File: config.mk
export PLATFORM = sky130hd
export DESIGN_NAME = vga_scanout_flat
export DESIGN_NICKNAME = d
export VERILOG_FILES = /design/src/rtl/vga_pkg.sv /design/src/rtl/vga_scanout_if.sv /design/src/rtl/vga_timing.sv /design/src/rtl/vga_scanout.sv /design/src/flat_wrapper.sv
export SDC_FILE = /design/constraint.sdc
export NUM_CORES = 1
export LEC_CHECK = 0
export ABC_AREA = 1
export BUFFER_PORTS_ARGS = -buffer_cell sky130_fd_sc_hd__buf_2
export CAP_MARGIN = 25
export CORE_UTILIZATION = 50
export CTS_BUF_LIST = sky130_fd_sc_hd__clkbuf_16
export CTS_CLUSTER_SIZE = 14
export DETAILED_ROUTE_END_ITERATION = 8
export PLACE_DENSITY = 0.75
export SLEW_MARGIN = 30
export SYNTH_ARGS = -nofsm -noshare
export SYNTH_HDL_FRONTEND = slang
export SYNTH_SLANG_ARGS = --single-unit
File: constraint.sdc
create_clock -name clk -period 1.3 [get_ports clk]
set_input_delay 0.26 -clock clk [delete_from_list [all_inputs] [get_ports clk]]
set_output_delay 0.26 -clock clk [all_outputs]
set_load 0.02 [all_outputs]
File: src/rtl/vga_pkg.sv
// Shared VGA raster types and default 640x480@60 timing for the scanout block.
package vga_pkg;

  localparam int unsigned VGA_H_ACTIVE = 32'd640;
  localparam int unsigned VGA_H_FP     = 32'd16;
  localparam int unsigned VGA_H_SYNC   = 32'd96;
  localparam int unsigned VGA_H_BP     = 32'd48;
  localparam int unsigned VGA_V_ACTIVE = 32'd480;
  localparam int unsigned VGA_V_FP     = 32'd10;
  localparam int unsigned VGA_V_SYNC   = 32'd2;
  localparam int unsigned VGA_V_BP     = 32'd33;

  localparam int unsigned VGA_H_TOTAL      = VGA_H_ACTIVE + VGA_H_FP + VGA_H_SYNC + VGA_H_BP;
  localparam int unsigned VGA_V_TOTAL      = VGA_V_ACTIVE + VGA_V_FP + VGA_V_SYNC + VGA_V_BP;
  localparam int unsigned VGA_H_SYNC_START = VGA_H_ACTIVE + VGA_H_FP;
  localparam int unsigned VGA_H_SYNC_END   = VGA_H_SYNC_START + VGA_H_SYNC;
  localparam int unsigned VGA_V_SYNC_START = VGA_V_ACTIVE + VGA_V_FP;
  localparam int unsigned VGA_V_SYNC_END   = VGA_V_SYNC_START + VGA_V_SYNC;

  localparam logic        VGA_SYNC_ACTIVE = 1'b0;
  localparam int unsigned VGA_PIPE_LAT    = 32'd2;

  typedef struct packed {
    logic [9:0] y;
    logic [9:0] x;
  } pix_addr_t;

  typedef logic [7:0] rgb332_t;

  // Per-pixel control bits travelling alongside the address through the pipeline.
  typedef struct packed {
    logic active;
    logic hs;
    logic vs;
    logic sof;
  } ctl_t;

  localparam ctl_t      CTL_IDLE      = '{active: 1'b0, hs: 1'b0, vs: 1'b0, sof: 1'b0};
  localparam pix_addr_t PIX_ADDR_ZERO = '{y: 10'd0, x: 10'd0};

  function automatic logic in_window(input logic [9:0] cnt, input logic [9:0] lo,
                                     input logic [9:0] hi);
    return (cnt >= lo) && (cnt < hi);
  endfunction

  function automatic logic sync_pin(input logic asserted, input logic level);
    return asserted ? level : ~level;
  endfunction

endpackage

File: src/rtl/vga_scanout_if.sv
// Scanout <-> gpu controller bus: pixel address and mode out, pixel colour back.
interface vga_scanout_if;

  vga_pkg::pix_addr_t address;
  logic               mode;
  vga_pkg::rgb332_t   pixel_in;

  modport master (output address, output mode, input pixel_in);
  modport slave  (input address, input mode, output pixel_in);

endinterface

File: src/rtl/vga_timing.sv
// Horizontal/vertical raster counters and combinational decode of the current position.
module vga_timing
  import vga_pkg::*;
#(
  parameter int unsigned H_ACTIVE = VGA_H_ACTIVE,
  parameter int unsigned H_FP     = VGA_H_FP,
  parameter int unsigned H_SYNC   = VGA_H_SYNC,
  parameter int unsigned H_BP     = VGA_H_BP,
  parameter int unsigned V_ACTIVE = VGA_V_ACTIVE,
  parameter int unsigned V_FP     = VGA_V_FP,
  parameter int unsigned V_SYNC   = VGA_V_SYNC,
  parameter int unsigned V_BP     = VGA_V_BP
) (
  input  logic       clk,
  input  logic       rst_n,
  input  logic       pix_ce_i,
  output logic [9:0] h_cnt_o,
  output logic [9:0] v_cnt_o,
  output ctl_t       ctl_o
);

  localparam logic [9:0] H_LAST = 10'(H_ACTIVE + H_FP + H_SYNC + H_BP - 32'd1);
  localparam logic [9:0] V_LAST = 10'(V_ACTIVE + V_FP + V_SYNC + V_BP - 32'd1);
  localparam logic [9:0] H_ACT  = 10'(H_ACTIVE);
  localparam logic [9:0] V_ACT  = 10'(V_ACTIVE);
  localparam logic [9:0] H_SS   = 10'(H_ACTIVE + H_FP);
  localparam logic [9:0] H_SE   = 10'(H_ACTIVE + H_FP + H_SYNC);
  localparam logic [9:0] V_SS   = 10'(V_ACTIVE + V_FP);
  localparam logic [9:0] V_SE   = 10'(V_ACTIVE + V_FP + V_SYNC);

  logic [9:0] h_cnt_q, h_cnt_d;
  logic [9:0] v_cnt_q, v_cnt_d;

  // Next raster position: h wraps at end of line and carries into v.
  always_comb begin
    h_cnt_d = h_cnt_q;
    v_cnt_d = v_cnt_q;
    if (h_cnt_q == H_LAST) begin
      h_cnt_d = 10'd0;
      if (v_cnt_q == V_LAST) begin
        v_cnt_d = 10'd0;
      end else begin
        v_cnt_d = v_cnt_q + 10'd1;
      end
    end else begin
      h_cnt_d = h_cnt_q + 10'd1;
    end
  end

  always_ff @(posedge clk) begin
    if (!rst_n) begin
      h_cnt_q <= 10'd0;
      v_cnt_q <= 10'd0;
    end else if (pix_ce_i) begin
      h_cnt_q <= h_cnt_d;
      v_cnt_q <= v_cnt_d;
    end
  end

  always_comb begin
    ctl_o.active = (h_cnt_q < H_ACT) && (v_cnt_q < V_ACT);
    ctl_o.hs     = in_window(h_cnt_q, H_SS, H_SE);
    ctl_o.vs     = in_window(v_cnt_q, V_SS, V_SE);
    ctl_o.sof    = (h_cnt_q == 10'd0) && (v_cnt_q == 10'd0);
  end

  assign h_cnt_o = h_cnt_q;
  assign v_cnt_o = v_cnt_q;

endmodule

File: src/rtl/vga_scanout.sv
// Raster scanout: issues pixel addresses to the gpu, then re-aligns returned colour
// with sync/blank so every DAC pin lags the counters by PIPE_LAT+1 ticks.
module vga_scanout
  import vga_pkg::*;
#(
  parameter int unsigned H_ACTIVE    = VGA_H_ACTIVE,
  parameter int unsigned H_FP        = VGA_H_FP,
  parameter int unsigned H_SYNC      = VGA_H_SYNC,
  parameter int unsigned H_BP        = VGA_H_BP,
  parameter int unsigned V_ACTIVE    = VGA_V_ACTIVE,
  parameter int unsigned V_FP        = VGA_V_FP,
  parameter int unsigned V_SYNC      = VGA_V_SYNC,
  parameter int unsigned V_BP        = VGA_V_BP,
  parameter logic        SYNC_ACTIVE = VGA_SYNC_ACTIVE,
  parameter int unsigned PIPE_LAT    = VGA_PIPE_LAT
) (
  input  logic          clk,
  input  logic          rst_n,
  input  logic          pix_ce,
  input  logic          mode_req,
  vga_scanout_if.master gpu,
  output logic          hsync,
  output logic          vsync,
  output logic          video_on,
  output rgb332_t       rgb,
  output logic          frame_start
);

  logic [9:0] h_cnt_s, v_cnt_s;
  ctl_t       ctl_s;

  vga_timing #(
    .H_ACTIVE (H_ACTIVE),
    .H_FP     (H_FP),
    .H_SYNC   (H_SYNC),
    .H_BP     (H_BP),
    .V_ACTIVE (V_ACTIVE),
    .V_FP     (V_FP),
    .V_SYNC   (V_SYNC),
    .V_BP     (V_BP)
  ) u_timing (
    .clk      (clk),
    .rst_n    (rst_n),
    .pix_ce_i (pix_ce),
    .h_cnt_o  (h_cnt_s),
    .v_cnt_o  (v_cnt_s),
    .ctl_o    (ctl_s)
  );

  ctl_t      ctl0_q;
  pix_addr_t address_q;
  logic      mode_q;
  ctl_t      dl_q [PIPE_LAT];
  ctl_t      tail_s;

  logic      hsync_q, vsync_q, video_on_q, frame_start_q;
  rgb332_t   rgb_q;

  // Stage 0: address to the gpu; mode is latched only at the top-left pixel.
  always_ff @(posedge clk) begin
    if (!rst_n) begin
      ctl0_q    <= CTL_IDLE;
      address_q <= PIX_ADDR_ZERO;
      mode_q    <= 1'b0;
    end else if (pix_ce) begin
      ctl0_q    <= ctl_s;
      address_q <= ctl_s.active ? '{y: v_cnt_s, x: h_cnt_s} : PIX_ADDR_ZERO;
      if (ctl_s.sof) begin
        mode_q <= mode_req;
      end
    end
  end

  // Control bits wait here while the gpu fetches the pixel for the same position.
  always_ff @(posedge clk) begin
    if (!rst_n) begin
      for (int i = 0; i < int'(PIPE_LAT); i++) begin
        dl_q[i] <= CTL_IDLE;
      end
    end else if (pix_ce) begin
      dl_q[0] <= ctl0_q;
      for (int i = 1; i < int'(PIPE_LAT); i++) begin
        dl_q[i] <= dl_q[i-1];
      end
    end
  end

  assign tail_s = dl_q[PIPE_LAT-1];

  // Output stage; frame_start drops on the next clk so it lasts one clk, not one tick.
  always_ff @(posedge clk) begin
    if (!rst_n) begin
      hsync_q       <= ~SYNC_ACTIVE;
      vsync_q       <= ~SYNC_ACTIVE;
      video_on_q    <= 1'b0;
      rgb_q         <= 8'h00;
      frame_start_q <= 1'b0;
    end else if (pix_ce) begin
      hsync_q       <= sync_pin(tail_s.hs, SYNC_ACTIVE);
      vsync_q       <= sync_pin(tail_s.vs, SYNC_ACTIVE);
      video_on_q    <= tail_s.active;
      rgb_q         <= tail_s.active ? gpu.pixel_in : 8'h00;
      frame_start_q <= tail_s.sof;
    end else begin
      frame_start_q <= 1'b0;
    end
  end

  assign gpu.address = address_q;
  assign gpu.mode    = mode_q;
  assign hsync       = hsync_q;
  assign vsync       = vsync_q;
  assign video_on    = video_on_q;
  assign rgb         = rgb_q;
  assign frame_start = frame_start_q;

endmodule

File: src/flat_wrapper.sv
// flat-port wrapper written by rule: the top's interface ports become plain ports
module vga_scanout_flat import vga_pkg::*;
#(
  parameter int unsigned H_ACTIVE    = VGA_H_ACTIVE,
  parameter int unsigned H_FP        = VGA_H_FP,
  parameter int unsigned H_SYNC      = VGA_H_SYNC,
  parameter int unsigned H_BP        = VGA_H_BP,
  parameter int unsigned V_ACTIVE    = VGA_V_ACTIVE,
  parameter int unsigned V_FP        = VGA_V_FP,
  parameter int unsigned V_SYNC      = VGA_V_SYNC,
  parameter int unsigned V_BP        = VGA_V_BP,
  parameter logic        SYNC_ACTIVE = VGA_SYNC_ACTIVE,
  parameter int unsigned PIPE_LAT    = VGA_PIPE_LAT
)
  (clk, rst_n, pix_ce, mode_req, hsync, vsync, video_on, rgb, frame_start, gpu_address, gpu_mode, gpu_pixel_in);
  vga_scanout_if gpu_i ();
  input  logic clk;
  input  logic rst_n;
  input  logic pix_ce;
  input  logic mode_req;
  output logic hsync;
  output logic vsync;
  output logic video_on;
  output rgb332_t rgb;
  output logic frame_start;
  output wire logic [$bits(gpu_i.address)-1:0] gpu_address;
  output wire logic [$bits(gpu_i.mode)-1:0] gpu_mode;
  input wire logic [$bits(gpu_i.pixel_in)-1:0] gpu_pixel_in;
  assign gpu_address = gpu_i.address;
  assign gpu_mode = gpu_i.mode;
  assign gpu_i.pixel_in = gpu_pixel_in;
  vga_scanout #(.H_ACTIVE(H_ACTIVE), .H_FP(H_FP), .H_SYNC(H_SYNC), .H_BP(H_BP), .V_ACTIVE(V_ACTIVE), .V_FP(V_FP), .V_SYNC(V_SYNC), .V_BP(V_BP), .SYNC_ACTIVE(SYNC_ACTIVE), .PIPE_LAT(PIPE_LAT)) u_core (.clk(clk), .rst_n(rst_n), .pix_ce(pix_ce), .mode_req(mode_req), .gpu(gpu_i), .hsync(hsync), .vsync(vsync), .video_on(video_on), .rgb(rgb), .frame_start(frame_start));
endmodule
**Yosys cells after proc, flatten, opt, wreduce, memory -nomap -nowiden**

Memories as Yosys holds them, arrays and structs flattened.
Index checks and enable logic that the tools add are counted.

- Register bits: 57
- Bits in writable memories: 8
- Input bits: 12
- Output and inout port bits: 33
- Memories kept: 1

- Add/sub/neg operators: 2
- Magnitude comparators: 6
- Equality and inequality tests: 2
- Muxes and demuxes: 12
- Bitwise operators: 2
- Reduce and logical (&&, ||, !) cells: 9

Memories:

| name | words | bits a word | read ports | clocked after Yosys merged registers in | wr ports | RTL line | RTL |
|---|---|---|---|---|---|---|---|
| u_core.dl_q | 2 | 4 | 2 | 0 | 2 | vga_scanout.sv:53 | `ctl_t dl_q [PIPE_LAT];` |

Operators by type and width:

| kind | count |
|---|---|
| 10-bit by 1-bit adder with 10-bit output, second input constant | 2 |
| 10-bit equality test, second input constant | 2 |
| 10-bit logical NOT | 2 |
| 10-bit < comparator, second input constant | 2 |
| 10-bit by 9-bit < comparator with 1-bit output, second input constant | 2 |
| 10-bit 2-to-1 mux | 2 |
| 20-bit 2-to-1 mux | 1 |
| 10-bit >= comparator, second input constant | 1 |
| 10-bit by 9-bit >= comparator with 1-bit output, second input constant | 1 |
| 4-bit 2-to-1 mux | 2 |
| 8-bit 2-to-1 mux | 1 |
| 1-bit 2-to-1 mux | 6 |
| 2-bit AND reduction | 3 |
| 1-bit logical AND | 4 |
| 1-bit bitwise OR | 2 |

**Logic depth before layout (Yosys ltp)**

- Depth after elaboration: 4
- Gate-level depth with buffers: 9
- Depth with buffers taken out: 9

**Cells and area by module**

A second synthesis with hierarchy kept.

- Cells, all modules: 385
- Area, all modules: 2844.0 um2

Modules (own cells, without submodules):

| module | times used | cells an instance | area an instance (um2) |
|---|---|---|---|
| vga_scanout | 1 | 187 | 1565.3 |
| vga_timing | 1 | 198 | 1278.7 |

**Worst setup path after synthesis**

OpenSTA, ideal clock, no wires.

- Kind: flip-flop to flip-flop
- Start: register u_core.u_timing.h_cnt_q[0], in the netlist u_core.u_timing.h_cnt_o[0]
- End: register u_core.u_timing.v_cnt_q[9], in the netlist u_core.u_timing.v_cnt_o[9]
- Setup time: 0.110 ns
- Data arrival time: 1.174 ns
- Slack: 0.016 ns
- Cell stages (with the launch flop): 10
- Buffers on the path: 1
- Path through: dfxtp_1 ha_1 nand3_2 nor2_4 nand3_4 buf_6 nor2_1 nand2_1 nand2_1 nor2_1

- Word-level cells in the longest chain between the ends: 2

Ends and longest elaborated chain:

| item | RTL line | RTL |
|---|---|---|
| start, declared | vga_timing.sv:31 | `logic [9:0] h_cnt_q, h_cnt_d;` |
| start signal, assigned | vga_timing.sv:55 | `h_cnt_q <= h_cnt_d;` |
| 10-bit equality test | vga_timing.sv:38 | `if (h_cnt_q == H_LAST) begin` |
| 2-bit AND reduction (no line) | - |  |
| end signal, assigned | vga_timing.sv:56 | `v_cnt_q <= v_cnt_d;` |
| end, declared | vga_timing.sv:32 | `logic [9:0] v_cnt_q, v_cnt_d;` |

No other way between the ends.
A chain may end at the register's enable or synchronous reset.

**Worst setup path after layout**

- Start: register u_core.u_timing.v_cnt_q[8], in the netlist u_core.u_timing.v_cnt_o[8]
- End: register u_core.address_q, in the netlist u_core.gpu.address[9]

- Word-level cells in the longest chain between the ends: 3

Ends and longest elaborated chain:

| item | RTL line | RTL |
|---|---|---|
| 10-bit by 9-bit < comparator with 1-bit output | vga_timing.sv:61 | `ctl_o.active = (h_cnt_q < H_ACT) && (v_cnt_q < V_ACT);` |
| 1-bit logical AND | vga_timing.sv:61 |  |
| 20-bit 2-to-1 mux | vga_scanout.sv:67 | `address_q <= ctl_s.active ? '{y: v_cnt_s, x: h_cnt_s} : PIX_ADDR_ZERO;` |
| end signal, assigned | vga_scanout.sv:67 |  |
| end, declared | vga_scanout.sv:51 | `pix_addr_t address_q;` |

No other way between the ends.

==> metrics.txt <==
Pleak 1.673 nW; post-synthesis cell count 336; Yosys warnings 0; drt total wl 7446 um; Pwr Total 0.004928 W; final setup skew 0.003018 ns; crit start category register; # port buffers 44; syn_nets 352; H-Tree Depth 3; die height 75.37 um; Max Slew Vio Count 0; WL met2 3515 um; vias per cell 5.171; DRT Pass-1 Iters 5; ranking of synthesized cells by area dfxtp_1 (42%), nand2_1 (9.2%), edfxtp_1 (8.9%); Yosys reg bits 65; Max-slew headroom 74.24%; layout cells sized above 1 35.88%; Clock Sinks 65; # nets final 443; Area Overhead vs Synth 41.14%; via count 2596; Hold Violations, Final 0; Final TNS setup -1.556 ns; number of buffers created by CTS 9; Tcrit/Tclk final 105.5%; Post-CTS Hold Buffers 0; met1 WL 3278 um; Antenna Violating Nets Remaining 0; Setup-failing EPs final 29; crit path max fanout 18; Initial Util 52.36%; area post-placement 3291 um^2; top_reg_cell synth dfxtp_1; largest net degree at the start of global routing 29; Crit Path Category reg -> reg; Hold/Removal Path Class in -> reg; Final WS setup -0.07206 ns; placer congestion estimate 0.8803; Final Critical Period 1.372 ns; status complete, but fails checks; Mean Syn Cell Area 8.010 um^2; count leader, synth nand2_1; Cell variety after synth 34; DR WL met3 517 um; CTS tree built; RSZ-0062 raised after global routing yes; highest metal used met4; DIE AREA 5680 um^2; Peak supply drop 0.8841 mV; row cnt 26; CP required 1.51 ns; I/O Pins 45; ys async rst share 0%; Finished Layout Cells 502; critical path endpoint category register; fillers 366; failing checks negative setup slack; synth cell count leaders nand2_1 (66), dfxtp_1 (57), nor2_1 (53); dpl ws -0.09795 ns; CTS clk-pin slew, worst paths 0.05 ns; Core Region 5140 um^2; pwr dens 1297 nW/um^2; design area 3799 um^2; global-route wire length before repair 10980 um; number of synthesized flops with an enable pin 8; total congestion overflow 0; Cells after DPL 481; Yosys top cell area share 42.40%; DRC Markers 0; First DRT Iteration DRCs 224; critical path arrival 1.59 ns; antenna violations before repair 0; Seq/Total Area, Yosys 51.32%; Max clock buf depth 2; maxcap violations 0; Die W 75.37 um; Post-Syn Area 2691 um^2; cell taking the most area after synthesis dfxtp_1; fmax 0.7288 GHz; reg2reg setup slack -0.07 ns; slew of the pin with the lowest slew margin 0.3829 ns; Total GRT Usage 27.14%; DP HPWL 4799 um; DR WL/cell 14.83 um; diode count 0; latest clock arrival within the worst-skew pair 0.33 ns; number of global-route vias before repair 2343; CTS Root Cell clkbuf_16
## final cells by class
type / count / area [um^2] / share of cell area (%)
Multi-Input combinational cell: 214 / 1195 / 31.46
Sequential cell: 65 / 1393 / 36.66
Tap cell: 70 / 87.58 / 2.306
Inverter: 46 / 182.7 / 4.809
Clock inverter: 7 / 86.33 / 2.273
Timing Repair Buffer: 91 / 629.4 / 16.57
Clock buffer: 9 / 225.2 / 5.929
## per-layer routing
| layer | vias up | track usage, % |
|---|---|---|
| li1 | 1267 | - |
| met1 | 1211 | 35.81 |
| met2 | 104 | 41.77 |
| met3 | 14 | 7.540 |
| met4 | 0 | 11.93 |
| met5 | - | 0 |
## sequential cells by signal, indices dropped and copies added, names as in the netlist
signal and count:
u_core.u_timing.h_cnt_o 10, u_core.dl_q 8, u_core.rgb 8, u_core.hsync 1, u_core.frame_start 1, u_core.vsync 1, u_core.gpu.address 20, u_core.gpu.mode 1
u_core.u_timing.v_cnt_o 10, u_core.ctl0_q 4, u_core.video_on 1
## path summary, 6_finish.rpt
kind | startpoint | to | depth (start not counted)
max | u_core.u_timing.v_cnt_o[8] | u_core.gpu.address[9] | 5
min | mode_req | u_core.gpu.mode | 3
max reg2reg | u_core.u_timing.v_cnt_o[8] | u_core.gpu.address[9] | 5
min reg2reg | u_core.gpu.address[19] | u_core.gpu.address[19] | 2
## where the power goes
part / switching (W) / total (W) / leakage (nW) / internal [W]
sequential: 0.0000254 / 0.00210 / 0.554 / 0.00208
clock: 0.000868 / 0.00253 / 0.158 / 0.00166
combinational: 0.000175 / 0.000299 / 0.961 / 0.000124
## placed cells by master, fill, tap and decap left out, types with 9 or more instances in the layout
cell type / count
nand2_1: 60
clkbuf_16: 9
o21ai_1: 26
buf_2: 44
buf_4: 39
dfxtp_1: 50
nor2_1: 44
inv_1: 37
nand3_1: 19
## stage by stage
stage          util, %  hold WS, ns
2_1_floorplan        -       0.3804
3_3_place_gp     64.02       0.4034
5_1_grt          73.90       0.1692
6_report         73.90       0.1540
4_1_cts          71.64       0.1595
3_5_place_dp     64.02       0.4153
## critical path, stage by stage, from the launching register on
cell and delay, ns:
dfxtp_1 0.45, nand2_1 0.11, nor2_2 0.23, nand3b_1 0.22
buf_12 0.18, o21ai_1 0.07
## kinds of logic (layout without fill, tap and decap cells)
kind of cell	count (synthesis)	count (layout)	share of synthesized area [%]
AND/OR/NAND/NOR	154	154	24.73
flip-flops	65	65	51.32
buffers and inverters	57	153	8.786
AO/OA/AOI/OAI	52	52	11.99
adder cells (fa/ha/maj)	4	4	1.860
XOR/XNOR	4	4	1.302
## repair_timing
action,4_1_cts,5_1_grt
buffers inserted,4,2
endpoints found under the setup margin,32,39
gates resized for setup,17,37
pin swaps,5,24
(Power assumes the default switching activity.)
